`src/rtl/mem_pkg.sv`:
```
// rtl/mem_pkg.sv - shared widths, sub-block field and defaults for the memory access scheduler
package mem_pkg;
    localparam int ADDR_W           = 11;
    localparam int DATA_W           = 8;
    localparam int SB_HI            = 10;
    localparam int SB_LO            = 7;
    localparam int SB_W             = SB_HI - SB_LO + 1;
    localparam int STARVE_LIMIT_DEF = 3;

    function automatic logic [SB_W-1:0] sub_block(input logic [ADDR_W-1:0] addr);
        return addr[SB_HI:SB_LO];
    endfunction
endpackage

```
`src/rtl/wr_fifo.sv`:
```
// rtl/wr_fifo.sv - in-order write buffer exposing every entry's address for hazard checks
module wr_fifo
    import mem_pkg::*;
#(
    parameter int DEPTH = 4
) (
    input  logic              clk,
    input  logic              rst,
    input  logic              push_i,
    input  logic              pop_i,
    input  logic [ADDR_W-1:0] addr_i,
    input  logic [DATA_W-1:0] data_i,
    output logic              full_o,
    output logic              empty_o,
    output logic [ADDR_W-1:0] head_addr_o,
    output logic [DATA_W-1:0] head_data_o,
    output logic [ADDR_W-1:0] entry_addr_o [DEPTH],
    output logic [DEPTH-1:0]  entry_valid_o
);
    localparam int PTR_W = $clog2(DEPTH);

    logic [ADDR_W-1:0] addr_q [DEPTH];
    logic [DATA_W-1:0] data_q [DEPTH];
    logic [PTR_W-1:0]  wr_ptr_q, rd_ptr_q;
    logic [PTR_W:0]    count_q;
    logic              do_push, do_pop;

    assign full_o      = (count_q == (PTR_W+1)'(DEPTH));
    assign empty_o     = (count_q == '0);
    assign do_push     = push_i && !full_o;
    assign do_pop      = pop_i && !empty_o;
    assign head_addr_o = addr_q[rd_ptr_q];
    assign head_data_o = data_q[rd_ptr_q];

    // Pointers are PTR_W bits wide, so incrementing wraps modulo DEPTH for free.
    always_ff @(posedge clk) begin
        if (rst) begin
            wr_ptr_q <= '0;
            rd_ptr_q <= '0;
            count_q  <= '0;
        end else begin
            if (do_push) wr_ptr_q <= wr_ptr_q + 1'b1;
            if (do_pop)  rd_ptr_q <= rd_ptr_q + 1'b1;
            count_q <= count_q + (PTR_W+1)'(do_push) - (PTR_W+1)'(do_pop);
        end
    end

    always_ff @(posedge clk) begin
        if (do_push) begin
            addr_q[wr_ptr_q] <= addr_i;
            data_q[wr_ptr_q] <= data_i;
        end
    end

    for (genvar i = 0; i < DEPTH; i++) begin : g_entry
        logic [PTR_W-1:0] offset;
        assign offset           = PTR_W'(i) - rd_ptr_q;
        assign entry_valid_o[i] = ({1'b0, offset} < count_q);
        assign entry_addr_o[i]  = addr_q[i];
    end
endmodule

```
`src/rtl/mem_access_scheduler.sv`:
```
// rtl/mem_access_scheduler.sv - read-priority scheduler with buffered writes, RAW stall and starvation forcing
module mem_access_scheduler
    import mem_pkg::*;
#(
    parameter int WBUF_DEPTH   = 4,
    parameter int STARVE_LIMIT = STARVE_LIMIT_DEF
) (
    input  logic              clk,
    input  logic              rst,
    input  logic              wr_valid,
    output logic              wr_ready,
    input  logic [ADDR_W-1:0] wr_addr,
    input  logic [DATA_W-1:0] wr_data,
    input  logic              rd_valid,
    output logic              rd_ready,
    input  logic [ADDR_W-1:0] rd_addr,
    output logic              rdata_valid,
    output logic [DATA_W-1:0] rdata,
    output logic              mem_ren,
    output logic              mem_wen,
    output logic [ADDR_W-1:0] mem_raddr,
    output logic [ADDR_W-1:0] mem_waddr,
    output logic [DATA_W-1:0] mem_din,
    input  logic [DATA_W-1:0] mem_dout
);
    localparam int CNT_W = (STARVE_LIMIT < 1) ? 1 : $clog2(STARVE_LIMIT + 1);

    logic                  full, empty;
    logic [ADDR_W-1:0]     head_addr;
    logic [DATA_W-1:0]     head_data;
    logic [ADDR_W-1:0]     entry_addr [WBUF_DEPTH];
    logic [WBUF_DEPTH-1:0] entry_valid;

    logic             push, pop, raw_hit, force_wr, rd_issue, conflict;
    logic [CNT_W-1:0] starve_q, starve_d;
    logic             rvalid_q;

    wr_fifo #(.DEPTH(WBUF_DEPTH)) u_wr_fifo (
        .clk          (clk),
        .rst          (rst),
        .push_i       (push),
        .pop_i        (pop),
        .addr_i       (wr_addr),
        .data_i       (wr_data),
        .full_o       (full),
        .empty_o      (empty),
        .head_addr_o  (head_addr),
        .head_data_o  (head_data),
        .entry_addr_o (entry_addr),
        .entry_valid_o(entry_valid)
    );

    assign wr_ready = !full && !rst;
    assign push     = wr_valid && wr_ready;
    assign force_wr = (starve_q == CNT_W'(STARVE_LIMIT));

    // The write being accepted this cycle counts as buffered, so a same-address read waits behind it.
    always_comb begin
        raw_hit = push && (wr_addr == rd_addr);
        for (int i = 0; i < WBUF_DEPTH; i++) begin
            if (entry_valid[i] && (entry_addr[i] == rd_addr)) raw_hit = 1'b1;
        end
    end

    assign rd_ready = !rst && !force_wr && !raw_hit;
    assign rd_issue = rd_valid && rd_ready;
    assign conflict = rd_issue && !empty && (sub_block(rd_addr) == sub_block(head_addr));
    // A forced cycle holds the read back, so it can never conflict and the head always goes.
    assign pop      = !rst && !empty && !conflict;

    assign mem_ren   = rd_issue;
    assign mem_raddr = rd_issue ? rd_addr : '0;
    assign mem_wen   = pop;
    assign mem_waddr = pop ? head_addr : '0;
    assign mem_din   = pop ? head_data : '0;

    always_comb begin
        starve_d = starve_q;
        if (empty || pop) begin
            starve_d = '0;
        end else if (conflict) begin
            starve_d = starve_q + 1'b1;
        end
    end

    always_ff @(posedge clk) begin
        if (rst) begin
            starve_q <= '0;
            rvalid_q <= 1'b0;
        end else begin
            starve_q <= starve_d;
            rvalid_q <= rd_issue;
        end
    end

    assign rdata_valid = rvalid_q && !rst;
    assign rdata       = rdata_valid ? mem_dout : '0;
endmodule

```
`config.mk`:
```
export PLATFORM = sky130hd
export DESIGN_NAME = mem_access_scheduler
export DESIGN_NICKNAME = d
export VERILOG_FILES = /design/src/rtl/mem_pkg.sv /design/src/rtl/wr_fifo.sv /design/src/rtl/mem_access_scheduler.sv
export SDC_FILE = /design/constraint.sdc
export NUM_CORES = 1
export LEC_CHECK = 0
export ABC_AREA = 1
export BUFFER_PORTS_ARGS = -buffer_cell sky130_fd_sc_hd__buf_2
export CAP_MARGIN = 5
export CORE_UTILIZATION = 57
export DETAILED_ROUTE_END_ITERATION = 10
export HOLD_SLACK_MARGIN = 0.02
export PLACE_DENSITY = 0.81
export SLEW_MARGIN = 40
export SYNTH_ARGS = -nofsm -noshare
export SYNTH_HDL_FRONTEND = slang
export SYNTH_HIERARCHICAL = 1
export SYNTH_SLANG_ARGS = --single-unit
```
`constraint.sdc`:
```
create_clock -name clk -period 4.03 [get_ports clk]
set_input_delay 0.6045 -clock clk [delete_from_list [all_inputs] [get_ports clk]]
set_output_delay 0.6045 -clock clk [all_outputs]
set_load 0.02 [all_outputs]
```
==> key figures, run 1 <==
Cells and area
  – # fillers: 717
  – Register area: 2520 um^2
  – Fin nets: 757
  – Share of layout cells above drive strength 1: 20.5%
  – ANT cells: 0
  – Area growth, synth to finish: 13.2%
  – Multi-input logic area: 1910 um^2
  – Commonest cells after routing, fill and taps aside: nand2_1, inv_1, nor2_1
  – Commonest non-fill, non-tap cell in the layout: nand2_1

STA
  – TNS Setup: 0 ns
  – Final setup margin: 0.375 ns
  – Slew margin rel.: 61.8%
  – Worst-Margin Slew: 0.569 ns
  – F_max: 0.274 GHz
  – Fin crit share: 90.7%
  – Count of final max-slew check failures: 0
  – Hold Fails Final Rpt: 0
  – Fin crit period: 3.65 ns
  – Clock skew: 0.0155 ns
  – Final setup violation count: 0
  – RSZ-0062 raised after global routing: false

Min path
  – HP Class: reg -> reg
  – Hold Path Sink: starve_q[0]$_SDFFE_PP0P_
  – Worst Min Path Start: starve_q[0]$_SDFFE_PP0P_
  – Hold Path Depth: 1

Routing
  – Antenna Nets Post-Route: 0
  – Vias: 4316
  – Routed len/inst: 15.2 um
  – Final wirelength: 12.4 mm
  – Initial DRC count: 379
  – Detailed Routing Iterations Pass 1: 5
  – DRC Markers: 0
  – Via density: 5.31

Logic synthesis
  – Mapped Nets: 670
  – Synth area leader: edfxtp_1
  – Seq/Total Area, Yosys: 50.3%
  – Post-Syn Area: 5010 um^2
  – Post-synth top area share: 45.5%
  – Synthesized flop and latch total: 88
  – Area contributors post-synth: edfxtp_1, nand2_1, inv_1
  – Yosys cell types: 33
  – Synthesis Warnings: 6
  – Mean post-synth cell area: 8.14 um^2
  – Post-Syn Instances: 616

Placed design
  – Worst setup slack after placement: 0.653 ns
  – # port buffers: 84
  – DPL Wire Length: 8.97 mm
  – RePlAce Congestion: 0.916

Run
  – # Max-Cap Violations: 0

Worst setup path
  – Reg2Reg Setup Slack: 0.54 ns
  – Worst EP required: 3.43 ns
  – Worst R2R End: u_wr_fifo/count_q[2]$_SDFF_PP0_
  – Critical Path Fanout Max: 26
  – Crit. End Element: primary output
  – Setup crit start kind: flop
  – WP data arrival: 3.05 ns
  – Cells on worst reg2reg path: 21
  – Critical path type: reg -> out

Power
  – Pwr Total: 2.74 mW
  – Pwr dens: 482 nW/um^2
  – Leak: 2.80 nW
  – Maximum vdd ir drop: 303 uV

Floorplanning
  – Core box area: 8380 um^2
  – Die width: 95.8 um
  – Num rows: 33
  – Chip height: 95.8 um
  – Ports: 85
  – Die area: 9180 um^2
  – Initial core utilization: 59.8%

Clock tree
  – CTS max path bufs: 2
  – Postcts setup bufs: 0
  – CTS Buf Count: 9
  – Worst-skew pair later-pin latency: 0.36 ns
  – Cts-stage hold buffer count: 0
  – Sink Count: 88
  – Resize count post-CTS: 0
  – H-tree depth: 3
  – Clock Pin Slew Worst Setup and Hold Paths: 0.11 ns
  – CTS tree: yes
  – Root buf cell: clkbuf_8

Global routing
  – Vias in the first global route: 4086
  – Largest net degree at the start of global routing: 27
  – Total track usage: 28.4%
  – Grt ovf: 0
  – First-pass GRT wire length: 19.1 mm
  – Initial antenna violation count: 0

Outcome
  – Status: completed
layer usage:
layer  track usage, %  vias up  share of wire, %
met4             14.2        0               3.3
met2             46.2      225                48
li1                 -     2105                 -
met1             35.4     1947                39
met5                0        -                 0
met3             6.87       39                10
stage by stage:
step	instances	util (%)	hold WS [ns]	cell area, um^2
5_1_grt	813	67.7	0.444	5680
4_1_cts	813	67.7	0.433	5680
3_3_place_gp	797	65.4	0.405	5480
2_1_floorplan	616	-	0.399	5010
3_5_place_dp	797	65.4	0.414	5480
6_report	813	67.7	0.433	5680
where the power goes:
part / switching, mW / internal [mW]
registers: 0.0700 / 1.06
clock network: 0.355 / 0.244
logic: 0.666 / 0.342
critical path: stages (launching register included):
cell and delay [ns]:
dfxtp_1 0.61, buf_4 0.37, o21ai_0 0.15, o22ai_1 0.20, inv_1 0.09, nand2_1 0.07
o221ai_1 0.13, nor2_1 0.14, nand4_1 0.17, nand2_2 0.10, buf_4 0.32, nor2_1 0.13
buf_2 0.18
state kept, by name, indices dropped and copies added, names as in the netlist, named ones only:
register,cells
u_wr_fifo/addr_q,44
u_wr_fifo/data_q,32
u_wr_fifo/count_q,3
starve_q,2
u_wr_fifo/rd_ptr_q,2
u_wr_fifo/wr_ptr_q,2
rvalid_q,1
worst max path at each step:
| stage | endpoint | slack, ns | startpoint |
|---|---|---|---|
| after floorplan | u_wr_fifo/count_q[2]$_SDFF_PP0_ | 0.77 | u_wr_fifo/count_q[1]$_SDFF_PP0_ |
| after global placement | u_wr_fifo/count_q[2]$_SDFF_PP0_ | 0.79 | rst |
| after detailed placement | u_wr_fifo/count_q[2]$_SDFF_PP0_ | 0.65 | flop |
| after CTS | mem_waddr[9] | 0.44 | flop |
| after global routing | mem_waddr[9] | 0.15 | flop |
| final | mem_waddr[9] | 0.38 | flop |
cell type report:
| type | count | share of cell area, % |
|---|---|---|
| Inverter | 114 | 7.54 |
| Clock inverter | 7 | 1.21 |
| Timing Repair Buffer | 94 | 8.73 |
| Multi-Input combinational cell | 396 | 33.6 |
| Clock buffer | 9 | 2.18 |
| Sequential cell | 88 | 44.4 |
| Tap cell | 105 | 2.31 |
Yosys cell counts:
library cell and n:
a21boi_0 1, a21boi_1 1, a21oi_1 10, and2_4 1
buf_2 2, buf_4 5, buf_6 9, clkbuf_1 1
clkbuf_2 1, dfxtp_1 12, edfxtp_1 76, fa_1 1
ha_1 11, inv_1 106, inv_2 8, nand2_1 154
nand2_2 1, nand2_4 1, nand3_1 10, nand3_2 1
nand4_1 3, nor2_1 100, nor2_2 20, nor3_1 1
o2111ai_1 1, o21ai_0 38, o21ai_2 2, o221ai_1 1
o22ai_1 19, or2_0 1, or2_1 4, or2_2 1
xnor2_1 13
kinds of logic after synthesis:
logic type | after synthesis | share of synthesized area (%)
and+or+nand+nor | 298 | 24.5
buffers and inverters | 132 | 11.7
DFF | 88 | 50.3
AOI/OAI and AO/OA | 73 | 8.16
xor gates and xnor gates | 13 | 2.27
adders and majority gates | 12 | 3.14
Note: power is estimated with default switching activity, not from simulation.
==> run 2, diff against run 1 <==
--- a/config.mk
+++ b/config.mk
@@ -11,7 +11,7 @@
 export CORE_UTILIZATION = 57
 export DETAILED_ROUTE_END_ITERATION = 10
 export HOLD_SLACK_MARGIN = 0.02
-export PLACE_DENSITY = 0.81
+export PLACE_DENSITY = 0.91
 export SLEW_MARGIN = 40
 export SYNTH_ARGS = -nofsm -noshare
 export SYNTH_HDL_FRONTEND = slang
==> run 2 against run 1 <==
Compared with the run above:
- power is 1.8% lower
- clock power is 5.5% lower
- largest power group unchanged
- critical endpoint unchanged
- clock-buffer cell count stayed put
==> key figures, run 2 (synthesis gave the netlist of run 1 again) <==
Clock tree
  – Clock Pin Slew Worst Setup and Hold Paths: 0.09 ns (-0.02 ns)
  – CTS tree: yes
  – Resize count post-CTS: 0 (unchanged)
  – Root buf cell: clkbuf_8
  – Postcts setup bufs: 0 (unchanged)
  – Sink Count: 88 (unchanged)
  – CTS Buf Count: 9 (unchanged)
  – CTS max path bufs: 2 (unchanged)
  – Worst-skew pair later-pin latency: 0.37 ns (about the same)
  – H-tree depth: 3 (unchanged)
  – Cts-stage hold buffer count: 0 (unchanged)

Worst setup path
  – WP data arrival: 3.04 ns (about the same)
  – Cells on worst reg2reg path: 20 (-4.8%)
  – Worst EP required: 3.43 ns (about the same)
  – Worst R2R End: u_wr_fifo/count_q[2]$_SDFF_PP0_
  – Setup crit start kind: flop
  – Critical path type: reg -> out
  – Reg2Reg Setup Slack: 0.58 ns (+0.04 ns)
  – Critical Path Fanout Max: 19 (-27%)
  – Crit. End Element: primary output

Routing
  – Detailed Routing Iterations Pass 1: 5 (unchanged)
  – Antenna Nets Post-Route: 0 (unchanged)
  – DRC Markers: 0 (unchanged)
  – Vias: 4367 (+1.2%)
  – Initial DRC count: 287 (-24%)
  – Via density: 5.37 (+1.2%)
  – Final wirelength: 12.4 mm (-0.15%)
  – Routed len/inst: 15.2 um (-0.15%)

STA
  – Fin crit period: 3.64 ns (-0.00969 ns)
  – Fin crit share: 90.4% (-0.24 points)
  – Hold Fails Final Rpt: 0 (unchanged)
  – RSZ-0062 raised after global routing: false
  – Count of final max-slew check failures: 0 (unchanged)
  – F_max: 0.274 GHz (+0.27%)
  – Final setup violation count: 0 (unchanged)
  – Worst-Margin Slew: 0.625 ns (+0.0556 ns)
  – Clock skew: 0.00704 ns (-0.00850 ns)
  – Slew margin rel.: 58.3% (-3.5 points)
  – Final Hold Slack: 0.436 ns (+0.00293 ns)
  – TNS Setup: 0 ns (unchanged)

Placed design
  – DPL Wire Length: 8.86 mm (-1.2%)
  – RePlAce Congestion: 0.994 (+8.5%)
  – # port buffers: 84 (unchanged)

Global routing
  – Grt ovf: 0 (unchanged)
  – Total track usage: 28.7% (+0.29 points)
  – First-pass GRT wire length: 19.1 mm (-0.15%)
  – Largest net degree at the start of global routing: 26 (-3.7%)
  – Vias in the first global route: 3972 (-2.8%)
  – Initial antenna violation count: 0 (unchanged)

Cells and area
  – Share of layout cells above drive strength 1: 20.6% (+0.14 points)
  – ANT cells: 0 (unchanged)
  – Fin nets: 757 (unchanged)
  – # fillers: 689 (-3.9%)
  – Area growth, synth to finish: 13.0%
  – Commonest cells after routing, fill and taps aside: nand2_1, inv_1, nor2_1
  – Commonest non-fill, non-tap cell in the layout: nand2_1
  – Top Registers: u_wr_fifo/addr_q x44, u_wr_fifo/data_q x32, u_wr_fifo/count_q x3
  – Most flop-heavy register: u_wr_fifo/addr_q
  – Max reg flops: 44 (unchanged)

Floorplanning
  – Num rows: 33 (unchanged)
  – Core box area: 8380 um^2 (unchanged)
  – Ports: 85 (unchanged)
  – Die width: 95.8 um (unchanged)
  – Die area: 9180 um^2 (unchanged)
  – Chip height: 95.8 um (unchanged)
  – Initial core utilization: 59.8% (unchanged)

Power
  – NetSw: 1.06 mW (-3.0%)
  – Seq pwr share: 42.0% (+0.7 points)
  – Maximum vdd ir drop: 293 uV (-3.4%)
  – Sw Ratio: 39.4% (-0.47 points)
  – P_int: 1.63 mW (-1.0%)
  – Pwr dens: 474 nW/um^2 (-1.7%)
  – Clock network fraction of total power: 21.0% (-0.9 points)
  – Leak: 2.79 nW (-0.23%)
  – Comb power frac: 37.0% (+0.2 points)

Min path
  – Hold Path Sink: starve_q[0]$_SDFFE_PP0P_
  – HP Class: reg -> reg
  – Hold Path Depth: 1 (unchanged)
  – Worst Min Path Start: starve_q[0]$_SDFFE_PP0P_

Outcome
  – Status: completed

Run
  – # Max-Cap Violations: 0 (unchanged)
run 2: layout make-up:
class	instances	area [um^2]	share of cell area, %
inverters	114	428	7.55
clock buffers	9	124	2.19
multi-input cells	396	1910	33.7
clock inverters	7	55.1	0.971
well taps	105	131	2.32
repair buffers	94	495	8.74
flip-flops and latches	88	2520	44.5
run 2: how the worst max path moves through the flow:
stage                                                from                               to
after floorplan           u_wr_fifo/count_q[1]$_SDFF_PP0_  u_wr_fifo/count_q[2]$_SDFF_PP0_
after global placement    u_wr_fifo/count_q[1]$_SDFF_PP0_  u_wr_fifo/count_q[2]$_SDFF_PP0_
after detailed placement                             flop  u_wr_fifo/count_q[2]$_SDFF_PP0_
after CTS                                            flop                     mem_waddr[9]
after global routing      u_wr_fifo/count_q[1]$_SDFF_PP0_                     mem_waddr[9]
final                                                flop                     mem_waddr[9]
run 2: worst max-delay path, stage by stage, from the launching register on:
cell	delay [ns]
dfxtp_1	0.73
inv_2	0.33
o21ai_0	0.16
o22ai_1	0.13
xnor2_1	0.17
o2111ai_1	0.12
nor2_1	0.13
nand4_1	0.19
nand2_2	0.11
buf_4	0.32
nor2_1	0.11
buf_2	0.18
run 2: through the flow:
step                      setup slack, ns  utilization [%]  cell area, um^2  instances  power, mW
after global placement              0.863             65.4             5480        797       2.08
after detailed placement            0.744             65.5             5490        797       2.12
after CTS                           0.477             67.6             5670        813       2.68
after floorplan                     0.768                -             5010        616       1.88
final                               0.385             67.6             5670        813       2.69
after global routing                0.285             67.6             5670        813       2.85
run 2: power by group through the flow:
stage	registers [mW]	clock network, mW	logic [mW]
CTS	1.13	0.571	0.981
global route	1.14	0.606	1.10
floorplan	1.12	0	0.756
detailed placement	1.15	0	0.974
global placement	1.14	0	0.944
finish	1.13	0.565	0.995
run 2: layer usage:
layer	share of wire, %	track usage (%)	vias up
met5	0	0	-
met4	2.8	13.8	0
met3	9.3	6.64	35
met2	48	47.2	224
met1	40	35.8	2010
li1	-	-	2098
==> run 3, diff against run 2 <==
--- a/config.mk
+++ b/config.mk
@@ -11,7 +11,7 @@
 export CORE_UTILIZATION = 57
 export DETAILED_ROUTE_END_ITERATION = 10
 export HOLD_SLACK_MARGIN = 0.02
-export PLACE_DENSITY = 0.91
+export PLACE_DENSITY_LB_ADDON = 0.2
 export SLEW_MARGIN = 40
 export SYNTH_ARGS = -nofsm -noshare
 export SYNTH_HDL_FRONTEND = slang
==> run 3 against run 2 <==
Compared with the run above:
- sequential power about the same
- clock power down 1%
- sequential cell count is the same
- critical path depth unchanged
- die area did not move
- non-clock buffer count fell by 1
- global-route usage shrank 1.5 points
- hold slack got worse by 0.010 ns
- maximum frequency is 1.2% higher
- clock-buffer cell count stayed put
- core utilization down 0.15 points
- critical endpoint unchanged
==> key figures, run 3 (synthesis gave the netlist of run 1 again) <==
Cells and area
  – Post-layout instance area: 5660 um^2 (-0.22%)
  – Commonest non-fill, non-tap cell in the layout: nand2_1
  – ANT cells: 0 (unchanged)
  – Share of layout cells above drive strength 1: 20.2% (-0.40 points)
  – Top Registers: u_wr_fifo/addr_q x44, u_wr_fifo/data_q x32, u_wr_fifo/count_q x3
  – Max reg flops: 44 (unchanged)
  – Commonest cells after routing, fill and taps aside: nand2_1, inv_1, nor2_1
  – Fin nets: 756 (-0.13%)
  – Most flop-heavy register: u_wr_fifo/addr_q
  – Post-Layout Cell Count: 812 (-0.12%)
  – Area growth, synth to finish: 12.8%

STA
  – Fin crit share: 89.4% (-1.1 points)
  – Slew margin rel.: 54.6% (-3.7 points)
  – Fin crit period: 3.60 ns (-0.0431 ns)
  – Count of final max-slew check failures: 0 (unchanged)
  – TNS Setup: 0 ns (unchanged)
  – F_max: 0.278 GHz (+1.2%)
  – Clock skew: 0.0111 ns (+0.00402 ns)
  – Worst-Margin Slew: 0.680 ns (+0.0554 ns)
  – Hold Fails Final Rpt: 0 (unchanged)
  – Final setup violation count: 0 (unchanged)
  – RSZ-0062 raised after global routing: false

Clock tree
  – Root buf cell: clkbuf_8
  – Sink Count: 88 (unchanged)
  – CTS max path bufs: 2 (unchanged)
  – Worst-skew pair later-pin latency: 0.36 ns (about the same)
  – CTS tree: yes
  – Resize count post-CTS: 0 (unchanged)
  – Cts-stage hold buffer count: 0 (unchanged)
  – Postcts setup bufs: 0 (unchanged)
  – CTS Buf Count: 9 (unchanged)
  – Clock Pin Slew Worst Setup and Hold Paths: 0.09 ns (about the same)
  – H-tree depth: 3 (unchanged)

Routing
  – Antenna Nets Post-Route: 0 (unchanged)
  – Routed len/inst: 14.5 um (-4.6%)
  – Vias: 4141 (-5.2%)
  – Met2 WL: 5.52 mm (-6.5%)
  – Initial DRC count: 323 (+13%)
  – Detail Route met3 WL: 856 um (-26%)
  – Wl on met1: 5.23 mm (+5.6%)
  – DRC Markers: 0 (unchanged)
  – Via density: 5.10 (-5.1%)
  – Max Used Layer: met4
  – Detailed Routing Iterations Pass 1: 7 (+2)
  – Final wirelength: 11.8 mm (-4.7%)

Worst setup path
  – Crit path buffers/inverters: 3 (unchanged)
  – Crit. End Element: primary output
  – Crit-path most repeated cell: nor2_1
  – WP data arrival: 3.00 ns (-0.04 ns)
  – Crit path max-delay cell type: inv_2
  – Slowest cell delay on critical path: 0.50 ns (-0.23 ns)
  – Worst-path cell chain: inv_2, o21ai_0, o22ai_1, xnor2_1, o2111ai_1, nor2_1, nand4_1, nand2_2, buf_4, nor2_1, buf_2
  – Setup crit start kind: flop
  – Critical path type: reg -> out
  – Crit-path leading delay family: buffers and inverters
  – Worst EP required: 3.43 ns (about the same)
  – Critical Path Fanout Max: 38 (+19)

Outcome
  – Status: completed

Power
  – Maximum vdd ir drop: 313 uV (+6.7%)
  – Pwr dens: 473 nW/um^2 (-0.19%)
  – Leak: 2.78 nW (-0.36%)

Placed design
  – RePlAce Congestion: 0.897 (-9.7%)
  – Placed cells: 796 (-0.13%)
  – Placed cell area: 5480 um^2 (-0.18%)
  – # port buffers: 84 (unchanged)
  – DPL Wire Length: 8.20 mm (-7.5%)

Global routing
  – Largest net degree at the start of global routing: 39 (+50%)
  – Grt ovf: 0 (unchanged)
  – Total track usage: 27.2% (-1.5 points)
  – First-pass GRT wire length: 18.2 mm (-4.6%)
  – Initial antenna violation count: 0 (unchanged)
  – Vias in the first global route: 3737 (-5.9%)

Floorplanning
  – Ports: 85 (unchanged)
  – Die area: 9180 um^2 (unchanged)
  – Num rows: 33 (unchanged)
  – Chip height: 95.8 um (unchanged)
  – Initial core utilization: 59.8% (unchanged)
  – Die width: 95.8 um (unchanged)
  – Core box area: 8380 um^2 (unchanged)

Run
  – # Max-Cap Violations: 0 (unchanged)

Min path
  – Worst Min Path Start: starve_q[0]$_SDFFE_PP0P_
  – HP Class: reg -> reg
[run 3: cell types whose count changed in the layout (fill, tap and decap cells not counted), sizes merged]
cell / previous run / this run
clkinv: 5 / 4
clkinvlp: 0 / 1
buf: 94 / 93
[run 3: final timing paths]
path / endpoint / slack, ns / cells past startpoint
hold reg to reg: starve_q[0]$_SDFFE_PP0P_ / 0.43 / 1
setup / recovery: mem_waddr[9] / 0.43 / 11
hold / removal: starve_q[0]$_SDFFE_PP0P_ / 0.43 / 1
setup reg to reg: u_wr_fifo/count_q[2]$_SDFF_PP0_ / 0.61 / 20
[run 3: per-stage QoR]
stage	power [mW]	util, %	hold slack [ns]	worst slack [ns]
6_report	2.68	67.5	0.426	0.428
5_1_grt	2.85	67.5	0.441	0.256
4_1_cts	2.67	67.5	0.426	0.471
3_5_place_dp	2.12	65.3	0.413	0.640
3_3_place_gp	2.10	65.3	0.421	0.745
2_1_floorplan	1.88	-	0.399	0.768
[run 3: report_power, final]
group	switching (mW)	total (mW)	internal, mW
clock	0.329	0.559	0.229
combinational	0.669	1.01	0.338
sequential	0.0501	1.11	1.06
total	1.05	2.68	1.63
[run 3: final cells by class]
class                   count  area, um^2
inverters                 114         428
repair buffers             93         488
fillers                   720        2730
multi-input cells         396        1910
clock inverters             7        55.1
clock buffers               9         124
well taps                 105         131
flip-flops and latches     88        2520
[run 3: per-layer routing]
| metal | vias to the layer above | GRT usage [%] |
|---|---|---|
| met4 | 0 | 9.08 |
| met2 | 178 | 44.4 |
| li1 | 2094 | - |
| met3 | 17 | 4.11 |
| met1 | 1852 | 37.3 |
| met5 | - | 0 |
